$ cat src/rtl/fifo_rd_stream.sv
// Read-side controller for a show-ahead pixel FIFO: pops one frame and presents it
// as a registered valid/ready stream with SOF/EOL/EOF markers and an inter-line gap.
module fifo_rd_stream #(
  parameter int DWIDTH   = 16,
  parameter int H_ACTIVE = 640,
  parameter int V_ACTIVE = 480,
  parameter int H_GAP    = 4,
  parameter int CW       = 12
) (
  input  logic              clk,
  input  logic              rst,
  input  logic              start,
  input  logic              fifo_empty,
  input  logic [DWIDTH-1:0] fifo_dout,
  output logic              fifo_re,
  output logic              m_valid,
  input  logic              m_ready,
  output logic [DWIDTH-1:0] m_data,
  output logic              m_sof,
  output logic              m_eol,
  output logic              m_eof,
  output logic              busy,
  output logic              frame_done
);

  localparam logic [1:0] S_IDLE   = 2'd0;
  localparam logic [1:0] S_ACTIVE = 2'd1;
  localparam logic [1:0] S_GAP    = 2'd2;
  localparam logic [1:0] S_DRAIN  = 2'd3;

  localparam logic [CW-1:0] COL_LAST = CW'(H_ACTIVE - 1);
  localparam logic [CW-1:0] ROW_LAST = CW'(V_ACTIVE - 1);
  localparam logic [CW-1:0] GAP_LAST = CW'((H_GAP > 0) ? H_GAP - 1 : 0);
  localparam logic [CW-1:0] ONE      = CW'(1);

  logic [1:0]    state;
  logic [CW-1:0] col;
  logic [CW-1:0] row;
  logic [CW-1:0] gap;
  logic          can_load;
  logic          col_last;
  logic          row_last;

  assign can_load   = ~m_valid | m_ready;
  assign col_last   = (col == COL_LAST);
  assign row_last   = (row == ROW_LAST);
  // Gated on ACTIVE (IDLE during reset) and on ~fifo_empty: the FIFO moves its
  // pointers on any read strobe, even when empty.
  assign fifo_re    = (state == S_ACTIVE) & ~fifo_empty & can_load;
  assign frame_done = m_valid & m_ready & m_eof;
  assign busy       = (state != S_IDLE);

  // Output register: loads on every pop, otherwise holds until the beat is accepted.
  // NOTE: all sequential state uses non-blocking assignments so every register
  // samples pre-edge values regardless of block evaluation order.
  always_ff @(posedge clk or posedge rst) begin
    if (rst) begin
      m_valid <= 1'b0;
      m_data  <= '0;
      m_sof   <= 1'b0;
      m_eol   <= 1'b0;
      m_eof   <= 1'b0;
    end else if (fifo_re) begin
      m_valid <= 1'b1;
      m_data  <= fifo_dout;
      m_sof   <= (col == '0) && (row == '0);
      m_eol   <= col_last;
      m_eof   <= col_last && row_last;
    end else if (m_ready) begin
      m_valid <= 1'b0;
    end
  end

  always_ff @(posedge clk or posedge rst) begin
    if (rst) begin
      state <= S_IDLE;
      col   <= '0;
      row   <= '0;
      gap   <= '0;
    end else begin
      case (state)
        S_IDLE: begin
          if (start) begin
            state <= S_ACTIVE;
            col   <= '0;
            row   <= '0;
            gap   <= '0;
          end
        end
        S_ACTIVE: begin
          if (fifo_re) begin
            if (col_last) begin
              col <= '0;
              if (row_last) begin
                state <= S_DRAIN;
              end else begin
                row <= row + ONE;
                if (H_GAP > 0) begin
                  state <= S_GAP;
                  gap   <= '0;
                end
              end
            end else begin
              col <= col + ONE;
            end
          end
        end
        S_GAP: begin
          // Exactly H_GAP cycles are spent here before popping resumes.
          if (gap == GAP_LAST) begin
            gap   <= '0;
            state <= S_ACTIVE;
          end else begin
            gap <= gap + ONE;
          end
        end
        S_DRAIN: begin
          if (frame_done) state <= S_IDLE;
        end
        default: state <= S_IDLE;
      endcase
    end
  end

endmodule
$ cat config.mk
export PLATFORM = sky130hd
export DESIGN_NAME = fifo_rd_stream
export DESIGN_NICKNAME = d
export VERILOG_FILES = /design/src/rtl/fifo_rd_stream.sv
export SDC_FILE = /design/constraint.sdc
export NUM_CORES = 1
export LEC_CHECK = 0
export ABC_AREA = 0
export CAP_MARGIN = 20
export CORE_MARGIN = 5
export CORE_UTILIZATION = 50
export CTS_CLUSTER_DIAMETER = 100
export DETAILED_ROUTE_END_ITERATION = 10
export PLACE_DENSITY = 0.75
export SYNTH_ARGS = -nofsm -noshare
export SYNTH_HDL_FRONTEND = slang
export SYNTH_SLANG_ARGS = --single-unit
$ cat constraint.sdc
create_clock -name clk -period 2.7 [get_ports clk]
set_clock_uncertainty 0.2 [all_clocks]
set_input_delay 0.54 -clock clk [delete_from_list [all_inputs] [get_ports clk]]
set_output_delay 0.54 -clock clk [all_outputs]
set_load 0.005 [all_outputs]
; ---- Word level (Yosys, flattened, before mapping)
; Index checks and enable logic that the tools add are counted.
[word_totals]
latch_bits = 0
rom_bits = 0
reg_bits = 58
mem_count = 0
ramBits = 0
out_inout_bits = 23
in_bits = 21
[classes]
reduce_logical = 13
bitwise_logic = 7
shift = 0
magnitude_cmp = 0
n_div = 0
n_eq_ne = 12
n_mux = 22
addsub = 3
n_mul = 0
[op_table]
columns = cell, n
row1 = 12-bit two-way mux, 10
row2 = 12-bit case mux with 2 select lines, 2
row3 = "12-bit by 1-bit adder with 12-bit output, second input constant", 3
row4 = 12-bit case mux with 3 select lines, 1
row5 = 12-bit logical NOT, 2
row6 = 5-bit AND reduction, 3
row7 = "12-bit by 10-bit == test with 1-bit output, second input constant", 1
row8 = "12-bit by 2-bit == test with 1-bit output, second input constant", 1
row9 = "12-bit by 9-bit == test with 1-bit output, second input constant", 1
row10 = "2-bit inequality test, second input constant", 6
row11 = 2-bit two-way mux, 5
row12 = 2-bit case mux with 4 select lines, 1
row13 = 2-bit nonzero test, 3
row14 = 1-bit AND, 4
row15 = "2-bit == test, second input constant", 2
row16 = 1-bit two-way mux, 3
row17 = 3-bit AND reduction, 1
row18 = 3-bit nonzero test, 1
row19 = "2-bit by 1-bit == test with 1-bit output, second input constant", 1
row20 = 1-bit logical AND, 2
row21 = 2-bit logical NOT, 1
row22 = 1-bit NOT, 2
row23 = 1-bit OR, 1

; ---- Depth between registers and ports, before layout
[depth]
depth_word = 5
mapped_depth = 8

; ---- Least setup slack after synthesis
; Ideal clock, no wire load.
[synth_path]
path_kind = input port to output port
startpoint = in fifo_empty
endpoint = out fifo_re
path_slack_ns = 0.536
t_arrival_ns = 1.424
cell_stages = 4
n_path_buf = 2
required_time_ns = 1.960
path_cell_list = or3_1 > clkbuf_1 > inv_1 > buf_1
[synth_via]
elab_chain_cells = 3
[synth_lines]
columns = element, line_no
row1 = start: declaration, 13  ; input logic fifo_empty,
row2 = 1-bit NOT, 49  ; assign fifo_re = (state == S_ACTIVE) & ~fifo_empty & can_load;
row3 = 1-bit AND (2 in a row), 49
row4 = end: declaration, 15  ; output logic fifo_re,
; Every way passes these cells.

; ---- Worst setup path in the final report
[layout_path]
startpoint = in m_ready
endpoint = out frame_done
[layout_via]
elab_chain_cells = 2
[layout_lines]
columns = element, line_no
row1 = start: declaration, 17  ; input logic m_ready,
row2 = 1-bit AND (2 in a row), 50  ; assign frame_done = m_valid & m_ready & m_eof;
row3 = end: declaration, 23  ; output logic frame_done
; Every way passes these cells.

==> flow_summary_export.csv <==
group,metric,value,unit
run_status,status,"finished clean",
clock_network,cts.sink_count,58,
sta,fin_worst_hold_slack,0.256,ns
power,power_density,856,mW/mm²
sta,setup_total_negative_slack,0,ns
floorplan,floorplan.die.width,87.4,µm
place,pre_cts_ws,-0.0662,ns
global_route,grt_start_max_net_pins,29,
worst_setup_path,crit_path_frequent_cell,"sky130_fd_sc_hd__clkdlybuf4s50_1",
floorplan,placement_rows,28,
yosys,yosys.area.top_type_share,0.485,
min_path,hp-class,"in -> async",
yosys,synthesized_area_per_cell,8.82,µm²
final_layout,num_antenna_cells,0,
yosys,synth.cell_area,0.00299,mm²
power,ir_worst_vdd,463,µV
final_layout,layout.cells.non_filler,471,
drt,wl_met3,404,µm
sta,fmaxAchievable,0.401,GHz
global_route,antenna_found_initial,0,
drt,routed_wl,7080,µm
worst_setup_path,critical_path_arrival,1.76,ns
clock_network,clockRootBuffer,"sky130_fd_sc_hd__clkbuf_8",
final_layout,layout.area.seq,0.00145,mm²
final_layout,most-common-layout-cells,"80 x sky130_fd_sc_hd__nand2_1, 58 x sky130_fd_sc_hd__dfrtp_1, 42 x sky130_fd_sc_hd__clkdlybuf4s50_1",
yosys,synth_edf_count,0,
yosys,synth_cell_type_count,48,
sta,finalSetupViolCount,0,
final_layout,stdcell_area,0.00376,mm²
drt,met2WireLength,3300,µm
clock_network,tritoncts.num_buffers,9,
final_layout,area_delta_synth_final,25.8,%
place,placedCellCount,456,
drt,route.layer.met1.wl,3280,µm
worst_setup_path,critPathKind,"in -> out",
worst_setup_path,cell_count_of_the_worst_reg_to_reg_path,7,
clock_network,ctsHtreeMaxLevel,3,
drt,route.antenna.remaining_nets,0,
worst_setup_path,worst_ep_required_time,1.96,ns
flow_run,maxCapViolations,0,
clock_network,tritoncts_clock_tree,"yes",
yosys,synth.yosys.warnings,0,
yosys,synth_cells,339,
clock_network,post_cts.repair.setup_buffers,0,
final_layout,drive_above_1_share,0.0833,
drt,route.detailed.drc,0,
floorplan,initial_utilization,0.508,
sta,slew_viol_final,0,
worst_setup_path,regToRegSetupSlack,0.31,ns
worst_setup_path,critical_path.max_fanout,3,
power,p_leak,0.00174,µW
drt,highest-signal-layer,"met4",
sta,hold_viol,0,
final_layout,final_common_cell,"sky130_fd_sc_hd__nand2_1",
final_layout,multiInputGateArea,0.00143,mm²
place,dpl.hpwl,5050,µm
sta,finalCritPeriodShare,0.924,
floorplan,dieArea,0.00763,mm²
sta,grt_setup_unrepaired,"false",
floorplan,die-height,87.4,µm
worst_setup_path,capture_point_of_the_worst_reg_to_reg_path,"row[6]",
worst_setup_path,worstSetupEndpointType,"primary output",
floorplan,fp.coreArea,0.00589,mm²
yosys,synth_sequential_area_ratio,0.485,
yosys,netlist_top_cells_area,"sky130_fd_sc_hd__dfrtp_1 49%, sky130_fd_sc_hd__nand2_1 10%, sky130_fd_sc_hd__o21ai_0 4.5%",
worst_setup_path,critical_path.endpoint,"frame_done",
yosys,yosys_register_bits,58,
sta,worst-slew-pin-transition,0.608,ns
clock_network,clock_tree.buffer_depth,2,
global_route,grt_pass1_vias,2512,
sta,finalCriticalPeriod,2.50,ns
yosys,synth_ff_type,"sky130_fd_sc_hd__dfrtp_1",
clock_network,postCtsResizedCells,1,
worst_setup_path,r2r_start,"col[0]",
drt,first_pass_iters,4,
worst_setup_path,critPathLaunch,"m_ready",
global_route,grt_overflow_total,0,
sta,timing.slew.headroom,0.590,
place,numPortBuffers,43,
global_route,grt_pass1_wl,12000,µm
clock_network,cts.hold.buffers_added,0,
worst_setup_path,critPathSlowestCell,"sky130_fd_sc_hd__clkdlybuf4s50_1",
place,gp_congestion,0.793,
global_route,grt.total_usage,0.200,
yosys,ys_async_sr_fraction,1.00,
worst_setup_path,cp_slowest_stage_delay,0.50,ns
worst_setup_path,crit_path_cell_trace,"clkdlybuf4s50_1, nand3_1, inv_1, clkdlybuf4s50_1",
floorplan,top_level_ports,44,
drt,routed_via_density,5.76,
final_layout,fillCellCount,491,
drt,drc_violation_total_after_the_first_tritonroute_iteration,130,
sta,fin_ws,0.204,ns
drt,routed-via-count,2711,
clock_network,worst_setup_hold_path_clk_slew,0.06,ns
final_layout,num-nets-final,418,
yosys,postSynthNetCount,365,
worst_setup_path,worst_setup_path_start_kind,"primary input",
place,dpl_cell_area,0.00356,mm²
yosys,synthDominantAreaCellType,"sky130_fd_sc_hd__dfrtp_1",
clock_network,later_pin_clock_latency_in_the_skew_report,0.34,ns
drt,post_drt_wl_per_cell,15.0,µm
-- state kept, by name, indices dropped and copies added (netlist names) --
register / flops
gap: 12
m_valid: 1
m_sof: 1
state: 2
m_eof: 1
m_eol: 1
m_data: 16
row: 12
col: 12
-- per-layer routing --
layer | GRT usage | up-vias
met5 | 0 | -
met4 | 0.0795 | 0
met3 | 0.0369 | 12
met2 | 0.316 | 69
met1 | 0.273 | 1306
li1 | - | 1324
-- cells in the mapped netlist, drive strengths merged (2+ instances only) --
library cell / instances
a2bb2oi: 2
or4: 3
nand4: 10
o41ai: 4
and3: 9
nand2b: 5
inv: 15
buf: 5
nand2: 80
and4: 2
nand3: 15
a31oi: 14
o31ai: 4
a21oi: 6
o21bai: 2
nor2b: 2
and2: 3
mux2i: 5
ha: 5
nor4: 8
or2: 3
nor2: 18
clkbuf: 8
nor3: 4
dfrtp: 58
o211ai: 4
a41oi: 2
a21boi: 2
o21ai: 27
-- final cells by class --
| class | instances | share of cell area |
|---|---|---|
| inverter | 15 | 0.0150 |
| sequential | 58 | 0.386 |
| clock inverter | 2 | 0.00931 |
| tap | 75 | 0.0249 |
| multi-input combinational | 253 | 0.379 |
| clock buffer | 13 | 0.0449 |
| timing repair buffer | 55 | 0.141 |
-- where the power goes --
group / switching, µW / leakage, µW / internal, µW
logic: 530 / 0.000867 / 546
clock network: 333 / 0.000106 / 496
registers: 209 / 0.000765 / 1110
total: 1070 / 0.00174 / 2150
-- critical path: cells and delay by family --
kind	cells	cell delay, ns
buf+inv	3	1.08
simple gates	1	0.14
-- stage by stage --
step / power, µW / utilization
after floorplan: 1880 / -
after global placement: 2380 / 0.605
after detailed placement: 2420 / 0.605
after CTS: 3250 / 0.639
after global routing: 3460 / 0.639
final: 3220 / 0.639
-- how the worst min path moves through the flow --
stage / from / endpoint / slack, ns / cells after the start
4_1_cts: rst / m_data[1] / 0.25 / 2
3_5_place_dp: m_data[5] / m_data[5] / 0.26 / 2
5_1_grt: rst / m_data[0] / 0.28 / 2
6_report: rst / m_data[1] / 0.26 / 2
3_3_place_gp: m_data[10] / m_data[10] / 0.26 / 2
2_1_floorplan: row[4] / row[4] / 0.26 / 1
-- cells by family after synthesis --
| logic type | share of synthesized area |
|---|---|
| AOI/OAI and AO/OA | 0.172 |
| muxes | 0.0167 |
| buffers and inverters | 0.0381 |
| DFF | 0.485 |
| adders and majority gates | 0.0209 |
| and+or+nand+nor | 0.264 |
| xor gates and xnor gates | 0.00293 |
No activity file was read; power rests on OpenSTA's default activity.
